==> src/rtl/axis_gate_pkg.sv <==
// Shared types and width helpers for the packet-aware multi-lane AXI-Stream gate.
package axis_gate_pkg;

  typedef enum logic [1:0] {
    PASS     = 2'd0,
    WAIT_EOP = 2'd1,
    SHUT     = 2'd2,
    RESYNC   = 2'd3
  } lane_state_t;

  // Bytes per beat for a tdata width that is a multiple of 8.
  function automatic int unsigned keep_width(input int unsigned data_w);
    return data_w / 8;
  endfunction

  // Bits needed to count 0 .. cycles-1; never narrower than one bit.
  function automatic int unsigned timer_width(input int unsigned cycles);
    return (cycles > 2) ? $clog2(cycles) : 1;
  endfunction

endpackage

==> src/rtl/axis_gate_lane.sv <==
// One gated AXI-Stream lane: packet tracking, shutdown FSM, timeout timer,
// discard counter and zero-latency output mux.
module axis_gate_lane
  import axis_gate_pkg::*;
#(
  parameter int unsigned C_AXIS_TDATA_WIDTH = 32,
  parameter int unsigned C_AXIS_TUSER_WIDTH = 1,
  parameter int unsigned C_AXIS_HAS_TLAST   = 1,
  parameter int unsigned C_DRAIN_MODE       = 0,
  parameter int unsigned C_TIMEOUT_CYCLES   = 0,
  parameter int unsigned C_CNT_WIDTH        = 32,
  localparam int unsigned KEEP_W            = keep_width(C_AXIS_TDATA_WIDTH)
) (
  input  logic                          clk,
  input  logic                          rst_n,
  input  logic                          shutdown_req,
  output logic                          shutdown_ack,
  output logic                          timeout_flag,
  input  logic                          cnt_clear,
  output logic [C_CNT_WIDTH-1:0]        discard_cnt,
  input  logic [C_AXIS_TDATA_WIDTH-1:0] s_tdata,
  input  logic [KEEP_W-1:0]             s_tkeep,
  input  logic [C_AXIS_TUSER_WIDTH-1:0] s_tuser,
  input  logic                          s_tlast,
  input  logic                          s_tvalid,
  output logic                          s_tready,
  output logic [C_AXIS_TDATA_WIDTH-1:0] m_tdata,
  output logic [KEEP_W-1:0]             m_tkeep,
  output logic [C_AXIS_TUSER_WIDTH-1:0] m_tuser,
  output logic                          m_tlast,
  output logic                          m_tvalid,
  input  logic                          m_tready
);

  localparam int unsigned TMR_W      = timer_width(C_TIMEOUT_CYCLES);
  localparam bit          TIMEOUT_EN = (C_TIMEOUT_CYCLES > 0);
  localparam bit          HAS_TLAST  = (C_AXIS_HAS_TLAST != 0);
  localparam bit          DRAIN      = (C_DRAIN_MODE != 0);
  localparam logic [TMR_W-1:0] TMR_LAST =
    TMR_W'(TIMEOUT_EN ? C_TIMEOUT_CYCLES - 1 : 0);

  lane_state_t            state_q, state_d;
  logic                   in_pkt_q, in_pkt_d;
  logic [TMR_W-1:0]       timer_q, timer_d;
  logic                   flag_q, flag_d;
  logic                   ack_q;
  logic [C_CNT_WIDTH-1:0] cnt_q, cnt_d;
  logic                   gate_open;
  logic                   acc;
  logic                   eop;

  // State and bookkeeping registers.
  always_ff @(posedge clk or negedge rst_n) begin
    if (!rst_n) begin
      state_q  <= PASS;
      in_pkt_q <= 1'b0;
      timer_q  <= '0;
      flag_q   <= 1'b0;
      ack_q    <= 1'b0;
      cnt_q    <= '0;
    end else begin
      state_q  <= state_d;
      in_pkt_q <= in_pkt_d;
      timer_q  <= timer_d;
      flag_q   <= flag_d;
      ack_q    <= (state_q == SHUT);
      cnt_q    <= cnt_d;
    end
  end

  // Output mux, handshake, and next-state logic.
  always_comb begin
    state_d   = state_q;
    gate_open = 1'b0;
    s_tready  = 1'b0;
    m_tdata   = '0;
    m_tkeep   = '0;
    m_tuser   = '0;
    m_tlast   = 1'b0;
    m_tvalid  = 1'b0;
    flag_d    = flag_q;

    case (state_q)
      PASS, WAIT_EOP: begin
        gate_open = 1'b1;
        s_tready  = m_tready;
      end
      SHUT:    s_tready = DRAIN;
      RESYNC:  s_tready = 1'b1;
      default: s_tready = 1'b0;
    endcase

    if (gate_open) begin
      m_tdata  = s_tdata;
      m_tkeep  = s_tkeep;
      m_tuser  = s_tuser;
      m_tlast  = s_tlast;
      m_tvalid = s_tvalid;
    end

    acc      = s_tvalid & s_tready;
    eop      = HAS_TLAST & acc & s_tlast;
    in_pkt_d = HAS_TLAST ? (acc ? ~s_tlast : in_pkt_q) : 1'b0;
    // Timer is zero on every entry to WAIT_EOP because it is held clear elsewhere.
    timer_d  = (state_q == WAIT_EOP) ? timer_q + TMR_W'(1) : '0;

    case (state_q)
      PASS: begin
        if (shutdown_req) state_d = in_pkt_d ? WAIT_EOP : SHUT;
      end
      WAIT_EOP: begin
        if (!shutdown_req) begin
          state_d = PASS;
        end else if (eop) begin
          state_d = SHUT;
        end else if (TIMEOUT_EN && (timer_q == TMR_LAST)) begin
          state_d = SHUT;
          flag_d  = 1'b1;
        end
      end
      SHUT: begin
        if (!shutdown_req) state_d = in_pkt_d ? RESYNC : PASS;
      end
      RESYNC: begin
        if (shutdown_req) state_d = SHUT;
        else if (eop)     state_d = PASS;
      end
      default: state_d = PASS;
    endcase

    if (!shutdown_req) flag_d = 1'b0;

    // Clear wins over a same-cycle discard; the count saturates at all-ones.
    cnt_d = cnt_q;
    if (cnt_clear) begin
      cnt_d = '0;
    end else if (acc && !gate_open && !(&cnt_q)) begin
      cnt_d = cnt_q + C_CNT_WIDTH'(1);
    end
  end

  assign shutdown_ack = ack_q;
  assign timeout_flag = flag_q;
  assign discard_cnt  = cnt_q;

endmodule

==> src/rtl/axis_gate_mc.sv <==
// Multi-lane packet-aware AXI-Stream gate; slices the flat buses into
// independent axis_gate_lane instances.
module axis_gate_mc
  import axis_gate_pkg::*;
#(
  parameter int unsigned C_NUM_CHANNELS     = 4,
  parameter int unsigned C_AXIS_TDATA_WIDTH = 32,
  parameter int unsigned C_AXIS_TUSER_WIDTH = 1,
  parameter int unsigned C_AXIS_HAS_TLAST   = 1,
  parameter int unsigned C_DRAIN_MODE       = 0,
  parameter int unsigned C_TIMEOUT_CYCLES   = 0,
  parameter int unsigned C_CNT_WIDTH        = 32,
  localparam int unsigned KEEP_W            = keep_width(C_AXIS_TDATA_WIDTH)
) (
  input  logic                                         clk,
  input  logic                                         rst_n,
  input  logic [C_NUM_CHANNELS-1:0]                    shutdown_req,
  output logic [C_NUM_CHANNELS-1:0]                    shutdown_ack,
  output logic [C_NUM_CHANNELS-1:0]                    timeout_flag,
  input  logic                                         cnt_clear,
  output logic [C_NUM_CHANNELS*C_CNT_WIDTH-1:0]        discard_cnt,
  input  logic [C_NUM_CHANNELS*C_AXIS_TDATA_WIDTH-1:0] s_axis_tdata,
  input  logic [C_NUM_CHANNELS*KEEP_W-1:0]             s_axis_tkeep,
  input  logic [C_NUM_CHANNELS*C_AXIS_TUSER_WIDTH-1:0] s_axis_tuser,
  input  logic [C_NUM_CHANNELS-1:0]                    s_axis_tlast,
  input  logic [C_NUM_CHANNELS-1:0]                    s_axis_tvalid,
  output logic [C_NUM_CHANNELS-1:0]                    s_axis_tready,
  output logic [C_NUM_CHANNELS*C_AXIS_TDATA_WIDTH-1:0] m_axis_tdata,
  output logic [C_NUM_CHANNELS*KEEP_W-1:0]             m_axis_tkeep,
  output logic [C_NUM_CHANNELS*C_AXIS_TUSER_WIDTH-1:0] m_axis_tuser,
  output logic [C_NUM_CHANNELS-1:0]                    m_axis_tlast,
  output logic [C_NUM_CHANNELS-1:0]                    m_axis_tvalid,
  input  logic [C_NUM_CHANNELS-1:0]                    m_axis_tready
);

  localparam int unsigned DW = C_AXIS_TDATA_WIDTH;
  localparam int unsigned UW = C_AXIS_TUSER_WIDTH;
  localparam int unsigned CW = C_CNT_WIDTH;

  // Lane i owns slice i of every flat bus.
  for (genvar i = 0; i < C_NUM_CHANNELS; i++) begin : g_lane
    axis_gate_lane #(
      .C_AXIS_TDATA_WIDTH (C_AXIS_TDATA_WIDTH),
      .C_AXIS_TUSER_WIDTH (C_AXIS_TUSER_WIDTH),
      .C_AXIS_HAS_TLAST   (C_AXIS_HAS_TLAST),
      .C_DRAIN_MODE       (C_DRAIN_MODE),
      .C_TIMEOUT_CYCLES   (C_TIMEOUT_CYCLES),
      .C_CNT_WIDTH        (C_CNT_WIDTH)
    ) u_lane (
      .clk          (clk),
      .rst_n        (rst_n),
      .shutdown_req (shutdown_req[i]),
      .shutdown_ack (shutdown_ack[i]),
      .timeout_flag (timeout_flag[i]),
      .cnt_clear    (cnt_clear),
      .discard_cnt  (discard_cnt[i*CW +: CW]),
      .s_tdata      (s_axis_tdata[i*DW +: DW]),
      .s_tkeep      (s_axis_tkeep[i*KEEP_W +: KEEP_W]),
      .s_tuser      (s_axis_tuser[i*UW +: UW]),
      .s_tlast      (s_axis_tlast[i]),
      .s_tvalid     (s_axis_tvalid[i]),
      .s_tready     (s_axis_tready[i]),
      .m_tdata      (m_axis_tdata[i*DW +: DW]),
      .m_tkeep      (m_axis_tkeep[i*KEEP_W +: KEEP_W]),
      .m_tuser      (m_axis_tuser[i*UW +: UW]),
      .m_tlast      (m_axis_tlast[i]),
      .m_tvalid     (m_axis_tvalid[i]),
      .m_tready     (m_axis_tready[i])
    );
  end

endmodule

==> config.mk <==
export PLATFORM = sky130hd
export DESIGN_NAME = axis_gate_mc
export DESIGN_NICKNAME = d
export VERILOG_FILES = /design/src/rtl/axis_gate_pkg.sv /design/src/rtl/axis_gate_lane.sv /design/src/rtl/axis_gate_mc.sv
export SDC_FILE = /design/constraint.sdc
export NUM_CORES = 1
export LEC_CHECK = 0
export CAP_MARGIN = 20
export CORE_AREA = 2 2 179 181
export CTS_CLUSTER_SIZE = 30
export DETAILED_ROUTE_END_ITERATION = 6
export DIE_AREA = 0 0 181 183
export SYNTH_ARGS = -nofsm -noshare
export SYNTH_HDL_FRONTEND = slang
export SYNTH_HIERARCHICAL = 1
export SYNTH_SLANG_ARGS = --single-unit
==> constraint.sdc <==
create_clock -name clk -period 2.3 [get_ports clk]
set_clock_uncertainty 0.2 [all_clocks]
set_input_delay 0.345 -clock clk [delete_from_list [all_inputs] [get_ports clk]]
set_output_delay 0.345 -clock clk [all_outputs]
set_load 0.1 [all_outputs]
# Yosys cells after proc, flatten, opt, wreduce, memory -nomap -nowiden
# Index checks and enable logic that the tools add are counted.
# totals
inputBits	167
reg_bits	144
# classes
bitwise_logic	12
eq_ne	28
n_mux	76
n_reduce_logical	36
n_addsub	4
# op_table
op	n
$mux W32	12
$add A32 B1 Y32 const B	4
$reduce_and A32 Y1	4
$mux W2	32
$pmux W2 S4	4
$ne A3 B2 Y1 const B	8
$mux W1	20
$eq A2 B2 Y1 const B	8
$mux W4	4
$ne A2 B2 Y1 const B	8
$reduce_and A4 Y1	4
$pmux W1 S3	4
$and A1 B1 Y1	8
$eq A2 B1 Y1 const B	4
$logic_and A1 B1 Y1	8
$logic_not A1 Y1	8
$logic_not A2 Y1	4
$reduce_bool A2 Y1	4
$reduce_or A2 Y1	4
$not A1 Y1	4

# Logic depth before layout (Yosys ltp)
# Gate-level depths: netlist of the first run.
# depth
word_depth	8
depth_mapped	8
depth_no_buf	6

# Hierarchy
# Netlist of the first run, hierarchy kept.
# modules_own_cells
mod	n_inst	cells_each	seq_area_each_um2	area_per_inst_um2
axis_gate_lane	4	254	900.9	2252.2

# Least setup slack after synthesis of the first run
# Ideal clock, no wire load.
# synth_path
kind	register to register
start	register g_lane[0].u_lane.cnt_q[0]
end	register g_lane[0].u_lane.cnt_q[1]
synth_period_minus_slack_ps	2872
required_time_ps	1968
t_arrival_ps	2540
stages_incl_launch_ff	9
setup_slack_ps	-572
setup_time_ps	132
cell_sequence	dfrtp_1 > ha_1 > and4_1 > nand3_1 > o31ai_1 > buf_2 > buf_4 > mux2i_1 > nor2_1
# synth_via
elab_chain_cells	4
# synth_rtl
item	line_no	text
from (decl)	axis_gate_lane.sv:47	logic [C_CNT_WIDTH-1:0] cnt_q, cnt_d;
from (signal assigned)	axis_gate_lane.sv:67	cnt_q <= cnt_d;
branches (longest 4 deep; another with $add A32 B1 Y32)	-	
# Several ways; the timed one is not identified. The select of a mux whose other input is x is not followed.
# A chain may end at the register's enable or synchronous reset.

# Worst setup path in the final report of the first run
# layout_path
start	register g_lane[1].u_lane.cnt_q[6]
end	register g_lane[1].u_lane.cnt_q[10]
# layout_via
elab_chain_cells	4
# layout_rtl
item	line_no
from (decl)	axis_gate_lane.sv:47
from (signal assigned)	axis_gate_lane.sv:67
branches (longest 4 deep; another with $add A32 B1 Y32)	-
# Several ways; the timed one is not identified. The select of a mux whose other input is x is not followed.

==> impl_metrics.yaml, run 1 <==
run_status:
  outcome: "finished, final reports clean"
setup_path:
  crit_family: "simple AND/OR/NAND/NOR gates"
  cp_data_arrival_time_ns: 2.39
  cp_common_cell: "buf_4"
  crit_type: "register to register"
  start_kind: "register"
  path_buf_inv: 3
  slowest_stage: "dfrtp_4"
  worstSetupEndpointType: "register"
  slowest_delay_ns: 0.50
  required_ns: 2.43
  path_cells: "and3_2 -> nand4_1 -> buf_4 -> o31ai_4 -> buf_4 -> buf_6 -> or4_1 -> a21oi_1"
  cp_max_fo: 12
layout:
  final_util_pct: 54.72
  multi_input_area_mm2: 0.005207
  syn2layout_area_growth_pct: 89.69
  n_antenna_cell: 0
  mostFrequentLayoutCells: "buf_4 (228), nor2b_1 (173), buf_12 (168)"
  mostFrequentLayoutCell: "buf_4"
  ff_latch_area_mm2: 0.003944
  fill_cells: 2767
  drive_gt1_share_pct: 40.40
  nets: 1695
sta:
  relSlewSlack_pct: 59.12
  hold_viol: 0
  setup_violations: 0
  max_freq_ghz: 0.4424
  drv_slew: 0
  period_needed_ns: 2.260
  layout_setup_ws_ns: 0.03956
  tightestPinTransition_ns: 0.6132
  period_share_pct: 98.28
clock_tree:
  root_buffer: "clkbuf_16"
  cts_buffer_depth: 2
  cts_made_buffers: 17
  clock-sinks: 144
  insertion_delay_ns: 0.41
  cts.clk_slew.worst_paths_ns: 0.06
  cts_tree: "yes"
  htree_levels: 4
hold_path:
  hp-class: "primary input to register"
synthesis:
  synth_flop_cell: "dfrtp_1"
  synth_top_cell_by_area: "dfrtp_1"
  synth_area_leaders: "dfrtp_1 (40%), nor2b_1 (12%), o31ai_1 (6.0%)"
  synth_seq_area_share_pct: 40.00
  synthCells: 1016
  synth_top_area_share_pct: 40.00
  yosys_warnings: 6
  postSynthAreaPerCell_um2: 8.867
  syn_nets: 1187
  synth-seq-cells: 144
  synth_area_mm2: 0.009009
  async_flop_share_pct: 100.0
  yosysUniqueCellTypes: 35
  synth_edf_count: 0
routing:
  drc: 0
  vias: 9930
  drt_wl_total_um: 35500
  drt_iter0_drc: 604
  post_drt_wl_per_cell_um: 18.31
  post_drt_via_cell_ratio: 5.121
  firstDrtPassIters: 5
  route.antenna.remaining_nets: 0
floorplanning:
  fp-row-count: 65
  start_util_pct: 28.85
  boundaryPins: 463
  die_y_um: 183
  coreArea_mm2: 0.03123
  die_w_um: 181
  fp.dieArea_mm2: 0.03312
global_route:
  grt_pass1_vias: 9840
  track_usage_pct: 21.11
  grt_start_max_net_pins: 52
  met3_usage_pct: 4.369
  use_met1_pct: 25.30
  antenna_found_initial: 0
  grt_pass1_wl_um: 55950
  met2_usage_pct: 37.98
  overflow: 0
  busiest_layer: "met2"
pwr:
  p_total_uw: 18440
  powerDensity_mw_per_mm2: 1079
  leakage_uw: 0.006755
  ir_worst_vdd_mv: 0.9630
placement:
  gp_congestion: 0.7989
  portBuffers: 458
  dp_worst_setup_slack_ns: -0.05595
  dp_hpwl_um: 28050
flow_run:
  drv_cap: 0
## power breakdown
part	internal (uW)	total, uW	leakage, uW	switching, uW
sequential	2700	2820	0.00174	121
clock	1820	2960	0.000290	1140
combinational	4100	12700	0.00472	8550
## worst paths after layout
kind,endpoint,cells after the start,slack (ns),from
min,g_lane[2].u_lane/discard_cnt[24],2,0.24,cnt_clear
max,g_lane[1].u_lane/discard_cnt[10],8,0.04,g_lane[1].u_lane/discard_cnt[6]
min reg2reg,g_lane[1].u_lane/shutdown_ack,1,0.27,g_lane[1].u_lane/state_q[0]
min in group asynchronous,g_lane[3].u_lane/discard_cnt[8],2,0.25,rst_n
max in group asynchronous,g_lane[2].u_lane/discard_cnt[17],3,1.01,rst_n
max reg2reg,g_lane[1].u_lane/discard_cnt[10],8,0.04,g_lane[1].u_lane/discard_cnt[6]
## synth_stat cells, types with 8 or more instances
| cell | number |
|---|---|
| xor2_1 | 8 |
| buf_4 | 16 |
| and4_1 | 24 |
| or3_1 | 28 |
| a21oi_1 | 96 |
| dfrtp_1 | 144 |
| nand4_1 | 28 |
| o21ai_0 | 36 |
| inv_1 | 8 |
| clkbuf_1 | 44 |
| nor2b_1 | 176 |
| buf_2 | 12 |
| and3_1 | 28 |
| nor4_1 | 8 |
| or4_1 | 72 |
| nand2_1 | 48 |
| nor2_1 | 36 |
| nand3_1 | 52 |
| o31ai_1 | 72 |
| mux2_2 | 20 |
## worst reg2reg max path, stage by stage (launching register included)
cell	delay [ns]
dfrtp_4	0.50
and3_2	0.24
nand4_1	0.10
buf_4	0.16
o31ai_4	0.09
buf_4	0.16
buf_6	0.14
or4_1	0.46
a21oi_1	0.15
## kinds of logic (layout without fill, tap and decap cells)
logic type	after synthesis	count (layout)	share of synthesized area, %
adders and majority gates	4	4	0.5556
AOI/OAI and AO/OA	216	216	14.50
other	4	4	0.1666
xor gates and xnor gates	12	12	1.167
DFF	144	144	40.00
muxes	24	24	2.945
and+or+nand+nor	528	528	36.00
buffers and inverters	84	605	4.667
## final cells by class
| cell class | instances | area share [%] |
|---|---|---|
| Clock inverter | 13 | 1.091 |
| Clock buffer | 19 | 2.533 |
| Tap cell | 402 | 2.943 |
| Multi-Input combinational cell | 788 | 30.47 |
| Sequential cell | 144 | 23.08 |
| Timing Repair Buffer | 565 | 39.71 |
| Inverter | 8 | 0.1757 |
## stage by stage
step	hold WS, ns	std cells	instance area, um2	setup TNS, ns
after CTS	0.2353	1936	17020	0
final	0.2425	1939	17090	0
after global routing	0.2645	1939	17090	-0.02616
after global placement	0.1205	1903	16380	-0.1273
after detailed placement	0.1236	1903	16380	-0.5431
after floorplan	-0.1506	1016	9558	-42.38
## metal layers
layer	vias up	share of wire, %
met5	-	0
met4	0	2.2
met3	42	5.9
met2	341	53
met1	4770	39
li1	4777	-
## sequential cells by signal, indices dropped and copies added, names as in the netlist
name and cells:
g_lane.u_lane/discard_cnt 128, g_lane.u_lane/state_q 8, g_lane.u_lane/in_pkt_q 4, g_lane.u_lane/shutdown_ack 4
## repair_timing
| action | in CTS | in global routing |
|---|---|---|
| endpoints found under the setup margin | 1 | 21 |
| resized for setup | 2 | 14 |
| cloned | 0 | 1 |
| hold buffers | 1 | 0 |
| endpoints found under the hold margin | 40 | 0 |
| pin swaps | 0 | 3 |
| buffers inserted | 0 | 2 |
Note: power is estimated with default switching activity, not from simulation.
==> inputs of run 2 (changes only) <==
--- a/config.mk
+++ b/config.mk
@@ -6,10 +6,12 @@
 export NUM_CORES = 1
 export LEC_CHECK = 0
 export CAP_MARGIN = 20
-export CORE_AREA = 2 2 179 181
+export CORE_ASPECT_RATIO = 0.7
+export CORE_MARGIN = 10
+export CORE_UTILIZATION = 37
 export CTS_CLUSTER_SIZE = 30
 export DETAILED_ROUTE_END_ITERATION = 6
-export DIE_AREA = 0 0 181 183
+export PLACE_DENSITY = 0.78
 export SYNTH_ARGS = -nofsm -noshare
 export SYNTH_HDL_FRONTEND = slang
 export SYNTH_HIERARCHICAL = 1
==> run 2 against run 1 <==
Effect of this change: via count increased by 4.5%; register-to-register slack got worse by 0.03 ns; cell count decreased by 5.1%; combinational power about the same.
==> impl_metrics.yaml, run 2 (synthesized netlist as in run 1, its figures left out) <==
run_status:
  outcome: "finished, final reports clean"
floorplanning:
  die_y_um: 150.6
  fp.dieArea_mm2: 0.03109
  die_w_um: 206.5
  coreArea_mm2: 0.02382
  start_util_pct: 37.83
  fp-row-count: 47
  boundaryPins: 463
setup_path:
  crit_family: "simple AND/OR/NAND/NOR gates"
  cp_data_arrival_time_ns: 2.44
  required_ns: 2.44
  slowest_stage: "dfrtp_4"
  crit_type: "register to register"
  start_kind: "register"
  slowest_delay_ns: 0.51
  path_cells: "ha_4 -> and4_4 -> nand3_4 -> o31ai_4 -> buf_4 -> or4_1 -> a21oi_2"
  path_buf_inv: 1
  worstSetupEndpointType: "register"
  cp_max_fo: 11
layout:
  syn2layout_area_growth_pct: 86.56
  nets: 1679
  largest_reg_flops: 128
  drive_gt1_share_pct: 39.97
  mostFrequentLayoutCells: "buf_4 (210), nor2b_1 (173), buf_12 (167)"
  mostFrequentLayoutCell: "buf_4"
  final_util_pct: 70.56
routing:
  vias: 10372
  route.antenna.remaining_nets: 0
  drc: 0
  drt_wl_total_um: 40540
  drt_iter0_drc: 877
  post_drt_wl_per_cell_um: 22.02
  post_drt_via_cell_ratio: 5.634
  firstDrtPassIters: 5
global_route:
  overflow: 0
  track_usage_pct: 24.81
  grt_pass1_vias: 10123
  antenna_found_initial: 2
  grt_start_max_net_pins: 53
  grt_pass1_wl_um: 60790
clock_tree:
  cts_buffer_depth: 2
  cts_tree: "yes"
  htree_levels: 4
  insertion_delay_ns: 0.44
  cts.clk_slew.worst_paths_ns: 0.07
  clock-sinks: 144
  cts_made_buffers: 17
  root_buffer: "clkbuf_16"
sta:
  fin_setup_tns_ns: 0
  period_share_pct: 99.67
  drv_slew: 0
  max_freq_ghz: 0.4362
  hold_viol: 0
  hold-worst-slack_ns: 0.07101
  period_needed_ns: 2.293
  setup_violations: 0
pwr:
  powerDensity_mw_per_mm2: 1086
  leakage_uw: 0.006643
  ir_worst_vdd_mv: 1.010
  p_total_uw: 18250
placement:
  gp_congestion: 0.9263
  portBuffers: 458
  dp_hpwl_um: 31970
hold_path:
  hp-class: "primary input to register"
flow_run:
  drv_cap: 0
run 2: cell types whose count changed in the layout (fill, tap and decap cells not counted), sizes merged:
cell / change
buf: -15
bufinv: -4
clkbuf: -2
clkinv: +1
clkinvlp: -1
diode: +2
inv: +5
run 2: per-layer routing:
layer	track usage [%]	wire, um
met2	42.07	20720
met3	6.805	3614
met5	0	0
met4	5.675	597
met1	30.76	15600
run 2: stage by stage:
step	setup WS (ns)	instance area, um2	cells
4_1_cts	-0.03781	16700	1835
2_1_floorplan	-0.2784	9558	1016
5_1_grt	-0.03547	16810	1841
3_3_place_gp	-0.03462	16120	1802
6_report	0.007495	16810	1841
3_5_place_dp	-0.08803	16120	1802
run 2: layout make-up:
class	count	area, um2
Fill cell	1692	7010
Multi-Input combinational cell	788	5216
Tap cell	318	397.9
Inverter	8	30.03
Clock buffer	18	439.2
Antenna cell	2	5.005
Clock inverter	14	123.9
Timing Repair Buffer	549	6650
Sequential cell	144	3944
run 2: path summary, 6_finish.rpt:
path                       cells past startpoint                       startpoint  slack, ns                               end
max reg2reg                                    7  g_lane[3].u_lane/discard_cnt[0]      0.007  g_lane[3].u_lane/discard_cnt[30]
max in group asynchronous                      3                            rst_n       1.09  g_lane[3].u_lane/discard_cnt[28]
min in group asynchronous                      2                            rst_n       0.16   g_lane[2].u_lane/discard_cnt[7]
min reg2reg                                    1      g_lane[1].u_lane/state_q[0]       0.29     g_lane[1].u_lane/shutdown_ack
max                                            7  g_lane[3].u_lane/discard_cnt[0]      0.007  g_lane[3].u_lane/discard_cnt[30]
min                                            2                        cnt_clear       0.07  g_lane[2].u_lane/discard_cnt[17]
run 2: worst register-to-register path, cell delays in order (launching register included):
cell and delay [ns]:
dfrtp_4 0.51, ha_4 0.18, and4_4 0.22, nand3_4 0.12, o31ai_4 0.10, buf_4 0.19
or4_1 0.52, a21oi_2 0.17
run 2: power by group:
group | leakage, uW | switching [uW] | total, uW | internal, uW
Sequential | 0.00174 | 147 | 2850 | 2700
Clock | 0.000268 | 1270 | 2710 | 1450
Combinational | 0.00463 | 8650 | 12700 | 4040
Total | 0.00664 | 10100 | 18300 | 8190
run 2: what timing repair did:
action | CTS | global route
endpoints found under the setup margin | 4 | 84
buffers inserted | 0 | 4
hold buffers | 1 | 0
endpoints found under the hold margin | 144 | 0
pin swaps | 0 | 5
resized for setup | 1 | 19
==> inputs of run 3 (changes only) <==
--- a/config.mk
+++ b/config.mk
@@ -5,13 +5,13 @@
 export SDC_FILE = /design/constraint.sdc
 export NUM_CORES = 1
 export LEC_CHECK = 0
+export ABC_CLOCK_PERIOD_IN_PS = 2300
 export CAP_MARGIN = 20
-export CORE_ASPECT_RATIO = 0.7
-export CORE_MARGIN = 10
-export CORE_UTILIZATION = 37
+export CORE_AREA = 2 2 179 181
 export CTS_CLUSTER_SIZE = 30
 export DETAILED_ROUTE_END_ITERATION = 6
-export PLACE_DENSITY = 0.78
+export DIE_AREA = 0 0 181 183
+export REMOVE_ABC_BUFFERS = 1
 export SYNTH_ARGS = -nofsm -noshare
 export SYNTH_HDL_FRONTEND = slang
 export SYNTH_HIERARCHICAL = 1
==> run 3 against run 2 <==
Effect of this change: critical path type unchanged; register-to-register slack better by 0.09 ns; core utilization is 16 points lower; maximum frequency is 4.0% higher; power down 0.25%; hold slack improved by 0.099 ns; first-iteration DRC count shrank 36%; clock-buffer cell count did not move; critical path depth unchanged; highest routed layer unchanged; worst setup slack gained 0.088 ns; cell area is 0.66% higher; via count down 0.91%; largest power group unchanged.
==> impl_metrics.yaml, run 3 (synthesized netlist as in run 1, its figures left out) <==
run_status:
  outcome: "finished, final reports clean"
setup_path:
  crit_type: "register to register"
  cp_max_fo: 19
  slowest_delay_ns: 0.51
  worstSetupEndpointType: "register"
  required_ns: 2.44
  path_cells: "ha_1 -> and4_2 -> nand3_2 -> nor3_2 -> buf_6 -> or4_1 -> a21oi_1"
  slowest_stage: "or4_1"
  cp_data_arrival_time_ns: 2.35
  start_kind: "register"
clock_tree:
  root_buffer: "clkbuf_16"
  cts_made_buffers: 17
  insertion_delay_ns: 0.43
  htree_levels: 4
  cts_buffer_depth: 2
  cts_tree: "yes"
  clock-sinks: 144
  cts.clk_slew.worst_paths_ns: 0.07
global_route:
  grt_start_max_net_pins: 48
  track_usage_pct: 21.96
  overflow: 0
  antenna_found_initial: 2
  grt_pass1_vias: 10417
  grt_pass1_wl_um: 57910
placement:
  gp_congestion: 0.8581
  portBuffers: 458
  dp_hpwl_um: 28890
pwr:
  leakage_uw: 0.007179
  ir_worst_vdd_mv: 0.8997
  p_total_uw: 18200
  powerDensity_mw_per_mm2: 1076
routing:
  post_drt_wl_per_cell_um: 18.45
  firstDrtPassIters: 4
  vias: 10278
  post_drt_via_cell_ratio: 5.162
  drt_iter0_drc: 560
  drc: 0
  drt_wl_total_um: 36740
  route.antenna.remaining_nets: 0
layout:
  syn2layout_area_growth_pct: 87.79
  drive_gt1_share_pct: 33.46
  mostFrequentLayoutCell: "buf_4"
  mostFrequentLayoutCells: "buf_4 (279), nor2b_1 (172), buf_12 (169)"
  nets: 1745
  largest_reg_flops: 128
sta:
  fin_setup_tns_ns: 0
  drv_slew: 0
  relSlewSlack_pct: 65.28
  hold_viol: 0
  max_freq_ghz: 0.4536
  period_share_pct: 95.86
  period_needed_ns: 2.205
  tightestPinTransition_ns: 0.5209
  setup_violations: 0
floorplanning:
  die_y_um: 183
  die_w_um: 181
  start_util_pct: 28.85
  boundaryPins: 463
  fp-row-count: 65
  coreArea_mm2: 0.03123
  fp.dieArea_mm2: 0.03312
flow_run:
  drv_cap: 0
hold_path:
  hp-class: "primary input to register"
run 3: cell count changes in the layout (fill, tap and decap cells not counted), sizes merged:
cell / before / now
inv: 15 / 11
clkinvlp: 3 / 4
bufinv: 0 / 1
clkinv: 4 / 6
buf: 384 / 450
run 3: path summary, 6_finish.rpt:
| check | depth (start not counted) | slack, ns | start | to |
|---|---|---|---|---|
| max in group asynchronous | 3 | 1.02 | rst_n | g_lane[1].u_lane/discard_cnt[9] |
| min in group asynchronous | 2 | 0.22 | rst_n | g_lane[3].u_lane/discard_cnt[24] |
| hold reg to reg | 1 | 0.28 | g_lane[3].u_lane/state_q[0] | g_lane[3].u_lane/shutdown_ack |
| setup / recovery | 7 | 0.1 | g_lane[0].u_lane/discard_cnt[0] | g_lane[0].u_lane/discard_cnt[9] |
| hold / removal | 2 | 0.17 | cnt_clear | g_lane[3].u_lane/discard_cnt[24] |
| setup reg to reg | 7 | 0.1 | g_lane[0].u_lane/discard_cnt[0] | g_lane[0].u_lane/discard_cnt[9] |
run 3: metrics by stage:
step	hold slack (ns)	setup slack, ns	instances	cell area (um2)	utilization (%)
6_report	0.1704	0.09528	1991	16920	54.17
3_5_place_dp	0.1298	-0.09143	1956	16280	52.13
5_1_grt	0.2065	-0.002964	1991	16920	54.17
3_3_place_gp	0.1371	-0.04313	1956	16280	52.13
2_1_floorplan	-0.1506	-1.589	940	8618	-
4_1_cts	0.1705	0.001196	1989	16850	53.97
run 3: metal layers:
metal / routed length (um) / part of all wire (%) / GRT usage, % / vias to the layer above
met5: 0 / 0 / 0 / -
met4: 347 / 0.94 / 5.398 / 0
met3: 2637 / 7.2 / 6.255 / 24
met2: 19530 / 53 / 39.78 / 336
met1: 14220 / 39 / 25.59 / 5042
li1: - / - / - / 4876
run 3: cell type report:
| class | instances | area [um2] |
|---|---|---|
| Tap cell | 402 | 503.0 |
| Clock inverter | 14 | 135.1 |
| Fill cell | 2788 | 14310 |
| Inverter | 8 | 30.03 |
| Timing Repair Buffer | 615 | 7152 |
| Clock buffer | 18 | 429.2 |
| Antenna cell | 2 | 5.005 |
| Multi-Input combinational cell | 788 | 5059 |
| Sequential cell | 144 | 3605 |
run 3: report_power, final:
group	internal (uW)	switching, uW	leakage (uW)
combinational	4100	8540	0.00494
sequential	2690	139	0.00198
clock	1500	1230	0.000264
run 3: repair_timing:
| action | CTS | global route |
|---|---|---|
| gates resized for setup | 0 | 16 |
| setup buffers | 0 | 0 |
| endpoints found under the hold margin | 43 | 0 |
| endpoints found under the setup margin | 0 | 56 |
| hold buffers | 1 | 0 |
run 3: worst max-delay path: cells and delay by family, from the launching register on:
kind,cells,cell delay (ns)
fa+ha+maj,1,0.24
compound gates,1,0.17
buf+inv,1,0.16
flops,1,0.38
simple gates,4,0.96
